$ cat src/rtl/rv_ctrl_pkg.sv
// Shared types and constants for the multi-cycle RV32I control unit.
package rv_ctrl_pkg;

  // Control FSM states.
  typedef enum logic [2:0] {
    StFetch,
    StDecode,
    StExecute,
    StMem,
    StWb,
    StTrap
  } state_e;

  // Instruction class resolved by the decoder.
  typedef enum logic [3:0] {
    OpIllegal,
    OpR,
    OpI,
    OpLoad,
    OpStore,
    OpBranch,
    OpLui,
    OpAuipc,
    OpJal,
    OpJalr
  } op_class_e;

  // RV32I major opcodes.
  localparam logic [6:0] OP_TYPE_R     = 7'b0110011;
  localparam logic [6:0] OP_TYPE_I     = 7'b0010011;
  localparam logic [6:0] OP_TYPE_LOAD  = 7'b0000011;
  localparam logic [6:0] OP_TYPE_STORE = 7'b0100011;
  localparam logic [6:0] OP_TYPE_B     = 7'b1100011;
  localparam logic [6:0] OP_TYPE_LUI   = 7'b0110111;
  localparam logic [6:0] OP_TYPE_AUIPC = 7'b0010111;
  localparam logic [6:0] OP_TYPE_JAL   = 7'b1101111;
  localparam logic [6:0] OP_TYPE_JALR  = 7'b1100111;

  // funct7 values that matter for legality.
  localparam logic [6:0] F7_BASE = 7'b0000000;
  localparam logic [6:0] F7_ALT  = 7'b0100000;
  localparam logic [6:0] F7_MULDIV = 7'b0000001;

  // ALU control encodings: {mExt, instr[30], funct3}.
  localparam logic [4:0] ALU_ADD = 5'b00000;
  localparam logic [4:0] ALU_SUB = 5'b01000;

  // Register-file write-data source select.
  localparam logic [2:0] RFWD_ALU   = 3'b000;
  localparam logic [2:0] RFWD_LOAD  = 3'b001;
  localparam logic [2:0] RFWD_PC4   = 3'b010;
  localparam logic [2:0] RFWD_IMM   = 3'b011;
  localparam logic [2:0] RFWD_PCIMM = 3'b100;

endpackage

$ cat src/rtl/rv_ctrl_decoder.sv
// Combinational instruction-field decode and legality check.
// RV32M_EN: when defined, R-type funct7=0000001 (M extension) is legal.
module rv_ctrl_decoder
  import rv_ctrl_pkg::*;
(
  input  logic [6:0] opcode,
  input  logic [2:0] funct3,
  input  logic [6:0] funct7,
  output op_class_e  op_class,
  output logic       legal,
  output logic       alu_src,
  output logic [2:0] rfwd_sel,
  output logic [4:0] alu_ctrl,
  output logic       is_jal,
  output logic       is_jalr
);

  // Classify the opcode and derive datapath fields; unknown encodings stay illegal.
  always_comb begin
    op_class = OpIllegal;
    legal    = 1'b0;
    alu_src  = 1'b0;
    rfwd_sel = RFWD_ALU;
    alu_ctrl = ALU_ADD;
    is_jal   = 1'b0;
    is_jalr  = 1'b0;
    case (opcode)
      OP_TYPE_R: begin
        op_class = OpR;
        if (funct7 == F7_BASE) begin
          legal    = 1'b1;
          alu_ctrl = {2'b00, funct3};
        end else if (funct7 == F7_ALT && (funct3 == 3'b000 || funct3 == 3'b101)) begin
          legal    = 1'b1;
          alu_ctrl = {2'b01, funct3};
        end
`ifdef RV32M_EN
        else if (funct7 == F7_MULDIV) begin
          legal    = 1'b1;
          alu_ctrl = {2'b10, funct3};
        end
`endif
      end
      OP_TYPE_I: begin
        op_class = OpI;
        alu_src  = 1'b1;
        // Only shifts carry funct7; SRAI is the sole user of bit 30.
        alu_ctrl = {1'b0, (funct3 == 3'b101) ? funct7[5] : 1'b0, funct3};
        if (funct3 == 3'b001)      legal = (funct7 == F7_BASE);
        else if (funct3 == 3'b101) legal = (funct7 == F7_BASE) || (funct7 == F7_ALT);
        else                       legal = 1'b1;
      end
      OP_TYPE_LOAD: begin
        op_class = OpLoad;
        alu_src  = 1'b1;
        rfwd_sel = RFWD_LOAD;
        legal    = (funct3 == 3'b000) || (funct3 == 3'b001) || (funct3 == 3'b010) ||
                   (funct3 == 3'b100) || (funct3 == 3'b101);
      end
      OP_TYPE_STORE: begin
        op_class = OpStore;
        alu_src  = 1'b1;
        legal    = (funct3 == 3'b000) || (funct3 == 3'b001) || (funct3 == 3'b010);
      end
      OP_TYPE_B: begin
        op_class = OpBranch;
        alu_ctrl = {2'b00, funct3};
        legal    = (funct3 != 3'b010) && (funct3 != 3'b011);
      end
      OP_TYPE_LUI: begin
        op_class = OpLui;
        rfwd_sel = RFWD_IMM;
        legal    = 1'b1;
      end
      OP_TYPE_AUIPC: begin
        op_class = OpAuipc;
        rfwd_sel = RFWD_PCIMM;
        legal    = 1'b1;
      end
      OP_TYPE_JAL: begin
        op_class = OpJal;
        rfwd_sel = RFWD_PC4;
        is_jal   = 1'b1;
        legal    = 1'b1;
      end
      OP_TYPE_JALR: begin
        op_class = OpJalr;
        alu_src  = 1'b1;
        rfwd_sel = RFWD_PC4;
        is_jalr  = 1'b1;
        legal    = (funct3 == 3'b000);
      end
      default: ;
    endcase
  end

endmodule

$ cat src/rtl/multi_cycle_control_unit.sv
// Multi-cycle RV32I control unit: FETCH/DECODE/EXECUTE/MEM/WB/TRAP sequencer for a
// shared-bus datapath, with bus wait states, bus timeout, illegal-op trap and retire pulse.
// RV32M_EN: when defined, M-extension R-type instructions are accepted.
module multi_cycle_control_unit
  import rv_ctrl_pkg::*;
#(
  parameter int unsigned BUS_TIMEOUT = 16
) (
  input  logic        clk,
  input  logic        reset,
  input  logic [31:0] instrCode,
  input  logic        busReady,
  output logic        pcEn,
  output logic        irWe,
  output logic        busAddrSel,
  output logic        busRe,
  output logic        busWe,
  output logic        regFileWe,
  output logic        aluSrcMuxSel,
  output logic [4:0]  aluControl,
  output logic [2:0]  RFWDSrcMuxSel,
  output logic        branch,
  output logic        JAL,
  output logic        JALR,
  output logic        retire,
  output logic        trap
);

  // Width kept at least 1 so BUS_TIMEOUT=0 (timeout disabled) still elaborates.
  localparam int unsigned TO_W = (BUS_TIMEOUT > 0) ? $clog2(BUS_TIMEOUT + 1) : 1;

  state_e          state_q, state_d;
  logic [TO_W-1:0] cnt_q, cnt_d;
  logic            timeout_hit;

  op_class_e  dec_class;
  logic       dec_legal;
  logic       dec_alu_src;
  logic [2:0] dec_rfwd;
  logic [4:0] dec_alu;
  logic       dec_jal;
  logic       dec_jalr;
  logic       unused_instr;

  assign unused_instr = ^{instrCode[24:15], instrCode[11:7]};

  rv_ctrl_decoder u_decoder (
    .opcode   (instrCode[6:0]),
    .funct3   (instrCode[14:12]),
    .funct7   (instrCode[31:25]),
    .op_class (dec_class),
    .legal    (dec_legal),
    .alu_src  (dec_alu_src),
    .rfwd_sel (dec_rfwd),
    .alu_ctrl (dec_alu),
    .is_jal   (dec_jal),
    .is_jalr  (dec_jalr)
  );

  // Last permitted wait cycle: busReady here still succeeds, otherwise trap next.
  assign timeout_hit = (BUS_TIMEOUT != 0) && (cnt_q == TO_W'(BUS_TIMEOUT - 1));

  // State and timeout counter registers.
  always_ff @(posedge clk) begin
    if (reset) begin
      state_q <= StFetch;
      cnt_q   <= '0;
    end else begin
      state_q <= state_d;
      cnt_q   <= cnt_d;
    end
  end

  // Next-state, strobe and field decode; strobes are squashed while reset is high.
  always_comb begin
    state_d       = state_q;
    cnt_d         = cnt_q;
    pcEn          = 1'b0;
    irWe          = 1'b0;
    busAddrSel    = 1'b0;
    busRe         = 1'b0;
    busWe         = 1'b0;
    regFileWe     = 1'b0;
    branch        = 1'b0;
    retire        = 1'b0;
    trap          = 1'b0;
    aluSrcMuxSel  = 1'b0;
    RFWDSrcMuxSel = RFWD_ALU;
    aluControl    = ALU_ADD;
    JAL           = 1'b0;
    JALR          = 1'b0;

    if (state_q inside {StDecode, StExecute, StMem, StWb}) begin
      aluSrcMuxSel  = dec_alu_src;
      RFWDSrcMuxSel = dec_rfwd;
      aluControl    = dec_alu;
      JAL           = dec_jal;
      JALR          = dec_jalr;
    end

    unique case (state_q)
      StFetch: begin
        busRe = 1'b1;
        if (busReady) begin
          irWe    = 1'b1;
          state_d = StDecode;
        end else if (timeout_hit) begin
          state_d = StTrap;
        end else if (BUS_TIMEOUT != 0) begin
          cnt_d = cnt_q + TO_W'(1);
        end
      end
      StDecode: begin
        state_d = dec_legal ? StExecute : StTrap;
      end
      StExecute: begin
        case (dec_class)
          OpLoad, OpStore: state_d = StMem;
          OpBranch: begin
            branch  = 1'b1;
            pcEn    = 1'b1;
            retire  = 1'b1;
            state_d = StFetch;
          end
          default: begin
            regFileWe = 1'b1;
            pcEn      = 1'b1;
            retire    = 1'b1;
            state_d   = StFetch;
          end
        endcase
      end
      StMem: begin
        busAddrSel = 1'b1;
        if (dec_class == OpStore) busWe = 1'b1;
        else                      busRe = 1'b1;
        if (busReady) begin
          if (dec_class == OpStore) begin
            pcEn    = 1'b1;
            retire  = 1'b1;
            state_d = StFetch;
          end else begin
            state_d = StWb;
          end
        end else if (timeout_hit) begin
          state_d = StTrap;
        end else if (BUS_TIMEOUT != 0) begin
          cnt_d = cnt_q + TO_W'(1);
        end
      end
      StWb: begin
        regFileWe = 1'b1;
        pcEn      = 1'b1;
        retire    = 1'b1;
        state_d   = StFetch;
      end
      StTrap: begin
        trap = 1'b1;
      end
      default: begin
        state_d = StTrap;
      end
    endcase

    if (state_d != state_q) cnt_d = '0;

    if (reset) begin
      pcEn       = 1'b0;
      irWe       = 1'b0;
      busAddrSel = 1'b0;
      busRe      = 1'b0;
      busWe      = 1'b0;
      regFileWe  = 1'b0;
      branch     = 1'b0;
      retire     = 1'b0;
      trap       = 1'b0;
    end
  end

endmodule

$ cat config.mk
export PLATFORM = sky130hd
export DESIGN_NAME = multi_cycle_control_unit
export DESIGN_NICKNAME = d
export VERILOG_FILES = /design/src/rtl/rv_ctrl_pkg.sv /design/src/rtl/rv_ctrl_decoder.sv /design/src/rtl/multi_cycle_control_unit.sv
export SDC_FILE = /design/constraint.sdc
export NUM_CORES = 1
export LEC_CHECK = 0
export CORE_MARGIN = 2
export CORE_UTILIZATION = 42
export CTS_CLUSTER_DIAMETER = 120
export DETAILED_ROUTE_END_ITERATION = 6
export PLACE_DENSITY_LB_ADDON = 0.3
export RECOVER_POWER = 50
export SLEW_MARGIN = 25
export SYNTH_ARGS = -nofsm -noshare
export SYNTH_HDL_FRONTEND = slang
export SYNTH_SLANG_ARGS = --single-unit
$ cat constraint.sdc
create_clock -name clk -period 3.6 [get_ports clk]
set_input_delay 0.9 -clock clk [delete_from_list [all_inputs] [get_ports clk]]
set_output_delay 0.9 -clock clk [all_outputs]
set_load 0.02 [all_outputs]
==> results.cfg <==
[routing]
first_iter_violations = 24
wire_per_inst_um = 12.8
routed_wl_um = 3060
firstDrtPassIters = 4
drc = 0
num_vias = 1340
vias_per_cell = 5.63
detail-route-antenna-nets = 0

[yosys]
syn_inst = 146
synth-seq-cells = 8
netlist_top_cells_area = dfxtp_1 16%, nor2_1 7.5%, nor3_1 5.5%
synthArstFlopShare = 0
synth_top_area_share = 0.161
yosysTopAreaCell = dfxtp_1
synth_flop_cell = dfxtp_1
syn_avg_cell_area_sq_um = 6.82
syn-cell-area_sq_um = 996
ys_seq_area_frac = 0.161
ys_warn_count = 0
yosys.cell_types.count = 51
synth_edf_count = 0
syn_nets = 183

[global_route]
grt_start_max_net_pins = 18
grt_pass1_wl_um = 5070
first_global_vias = 1274
gr-usage-all-layers = 0.235
gr-total-overflow = 0
antenna_found_initial = 0

[outcome]
outcome = finished, final reports clean

[critical_path]
path_class = primary input to output pin
cp_data_arrival_time_ns = 2.63
critical_path_required_ns = 2.70
worstSetupStartpointType = primary input
path_delay_family = buffers and inverters
crit_chain = clkdlybuf4s50_1, buf_4, and3b_1, and3_4, nand3_1, a21oi_1, dlygate4sd2_1
cpMaxStageDelayCell = clkdlybuf4s50_1
crit_path_end_kind = output pin
crit_buf_inv = 3
crit_fanout = 4
max_stage_delay_ns = 0.54

[sta]
finalCritPeriodShare = 0.981
hold_viol_final = 0
tightest_slew_ns = 0.620
skew_ns = 0.00130
fmax_mhz = 283
timing.hold.ws_ns = 0.494
grt_setup_unrepaired = yes
slew_viol_final = 0
maxSlewHeadroom = 0.584
setup_viol = 0
setup_slack_ns = 0.0697
fin_tns_setup_ns = 0
layout_min_cycle_time_ns = 3.53

[clock_tree]
clk_latency_ns = 0.25
root_buffer = clkbuf_4
cts.reportedPaths.clkPinSlew_ns = 0.05
clk_path_buf_depth = 2
h-tree-depth = 1
cts.sinks = 8
cts_tree = yes
postCtsHoldBufs = 0
cts_inserted_buffers = 3

[pwr]
power_density_nw_per_um2 = 183
ir_drop_mv = 0.118
power.leakage_nw = 0.684

[floorplanning]
initial_core_util = 0.446
row_count = 17
die-width_um = 52.7
core_sq_um = 2230
die_area_sq_um = 2780
io_pins = 55
die_y_um = 52.7

[flow_run]
drv_cap = 0

[layout]
antennaDiodeCount = 0
final_common_cell = buf_4
final_cell_mix = 33 x buf_4, 20 x nor2_1, 13 x nand2_1, 13 x clkdlybuf4s50_1, 11 x nor3_1
fin_util = 0.711
syn_to_final_growth_pct = 59.5
final_nets = 249
design_area_sq_um = 1590
drive_gt1_frac = 0.276

[placement]
dp_worst_setup_slack_ns = -0.614
dpl-instance-area_sq_um = 1600
hpwl_um = 2460
gp_congestion = 0.911
port_buffers = 38

[hold_path]
hold_path_class = register to register
[cell type report]
cell class	count	area [sq um]
repair buffers	70	554
multi-input cells	123	795
flip-flops and latches	8	160
inverters	6	22.5
fillers	185	644
well taps	28	35.0
clock buffers	3	22.5
[what timing repair did]
item / 4_1_cts / 5_1_grt
hold endpoints to repair: 0 / 0
pin swaps: 4 / 2
gates cloned: 0 / 0
setup endpoints to repair: 16 / 13
resized for setup: 39 / 28
setup buffers: 0 / 0
[cell usage after synthesis (2+ instances only)]
cell type   n
and3_1      3
nand2b_1    4
o21a_1      3
nand3_1     5
nor3_1     11
xnor2_1     4
o21bai_1    2
nor2_1     20
o21ai_0     4
ha_1        2
clkbuf_1    3
buf_4       2
nor2b_1     5
a31oi_1     3
a21oi_1     9
nor3b_1     2
nor4b_1     2
nor4_1      3
or3_1       2
dfxtp_1     8
nand2_1    13
inv_1       5
buf_2       3
[report_power, final]
group	switching (mW)	leakage, nW	internal, mW
combinational	0.0629	0.605	0.0646
sequential	0.00406	0.0650	0.0918
clock	0.0296	0.0138	0.0381
[through the flow]
stage                     total power, mW  cells
after floorplan                     0.161    146
after global placement              0.221    235
after detailed placement            0.226    235
after CTS                           0.293    238
after global routing                0.308    238
final                               0.291    238
[metal layers]
layer / track usage / vias up / wire [um]
li1: - / 659 / -
met1: 0.262 / 612 / 1260
met2: 0.440 / 62 / 1530
met3: 0.0371 / 7 / 219
met4: 0.0855 / 0 / 53
met5: 0 / - / 0
[kinds of logic after synthesis]
logic type	synth area share
AND/OR/NAND/NOR	0.459
other	0.00377
AO/OA/AOI/OAI	0.222
multiplexers	0.0101
flip-flops	0.161
XOR/XNOR	0.0440
buffers and inverters	0.0754
adder cells (fa/ha/maj)	0.0251
[worst paths after layout]
kind	slack, ns	depth (start not counted)	end	start
setup / recovery	0.07	7	aluSrcMuxSel	instrCode[6]
hold / removal	0.49	2	cnt_q[4]	cnt_q[4]
setup reg to reg	1.69	8	cnt_q[3]	cnt_q[0]
hold reg to reg	0.49	2	cnt_q[4]	cnt_q[4]
[flip-flops by register name, indices dropped and copies added, names as in the netlist]
signal / count
cnt_q: 5
state_q: 3
[worst register-to-register path, stage by stage, from the launching register on]
cell,delay [ns]
dfxtp_1,0.33
ha_1,0.22
and3_1,0.18
ha_1,0.21
nor3_1,0.20
nand3b_1,0.27
nor2_1,0.21
xnor2_1,0.13
nor2_1,0.05
Power figures use the tool's default switching activity.
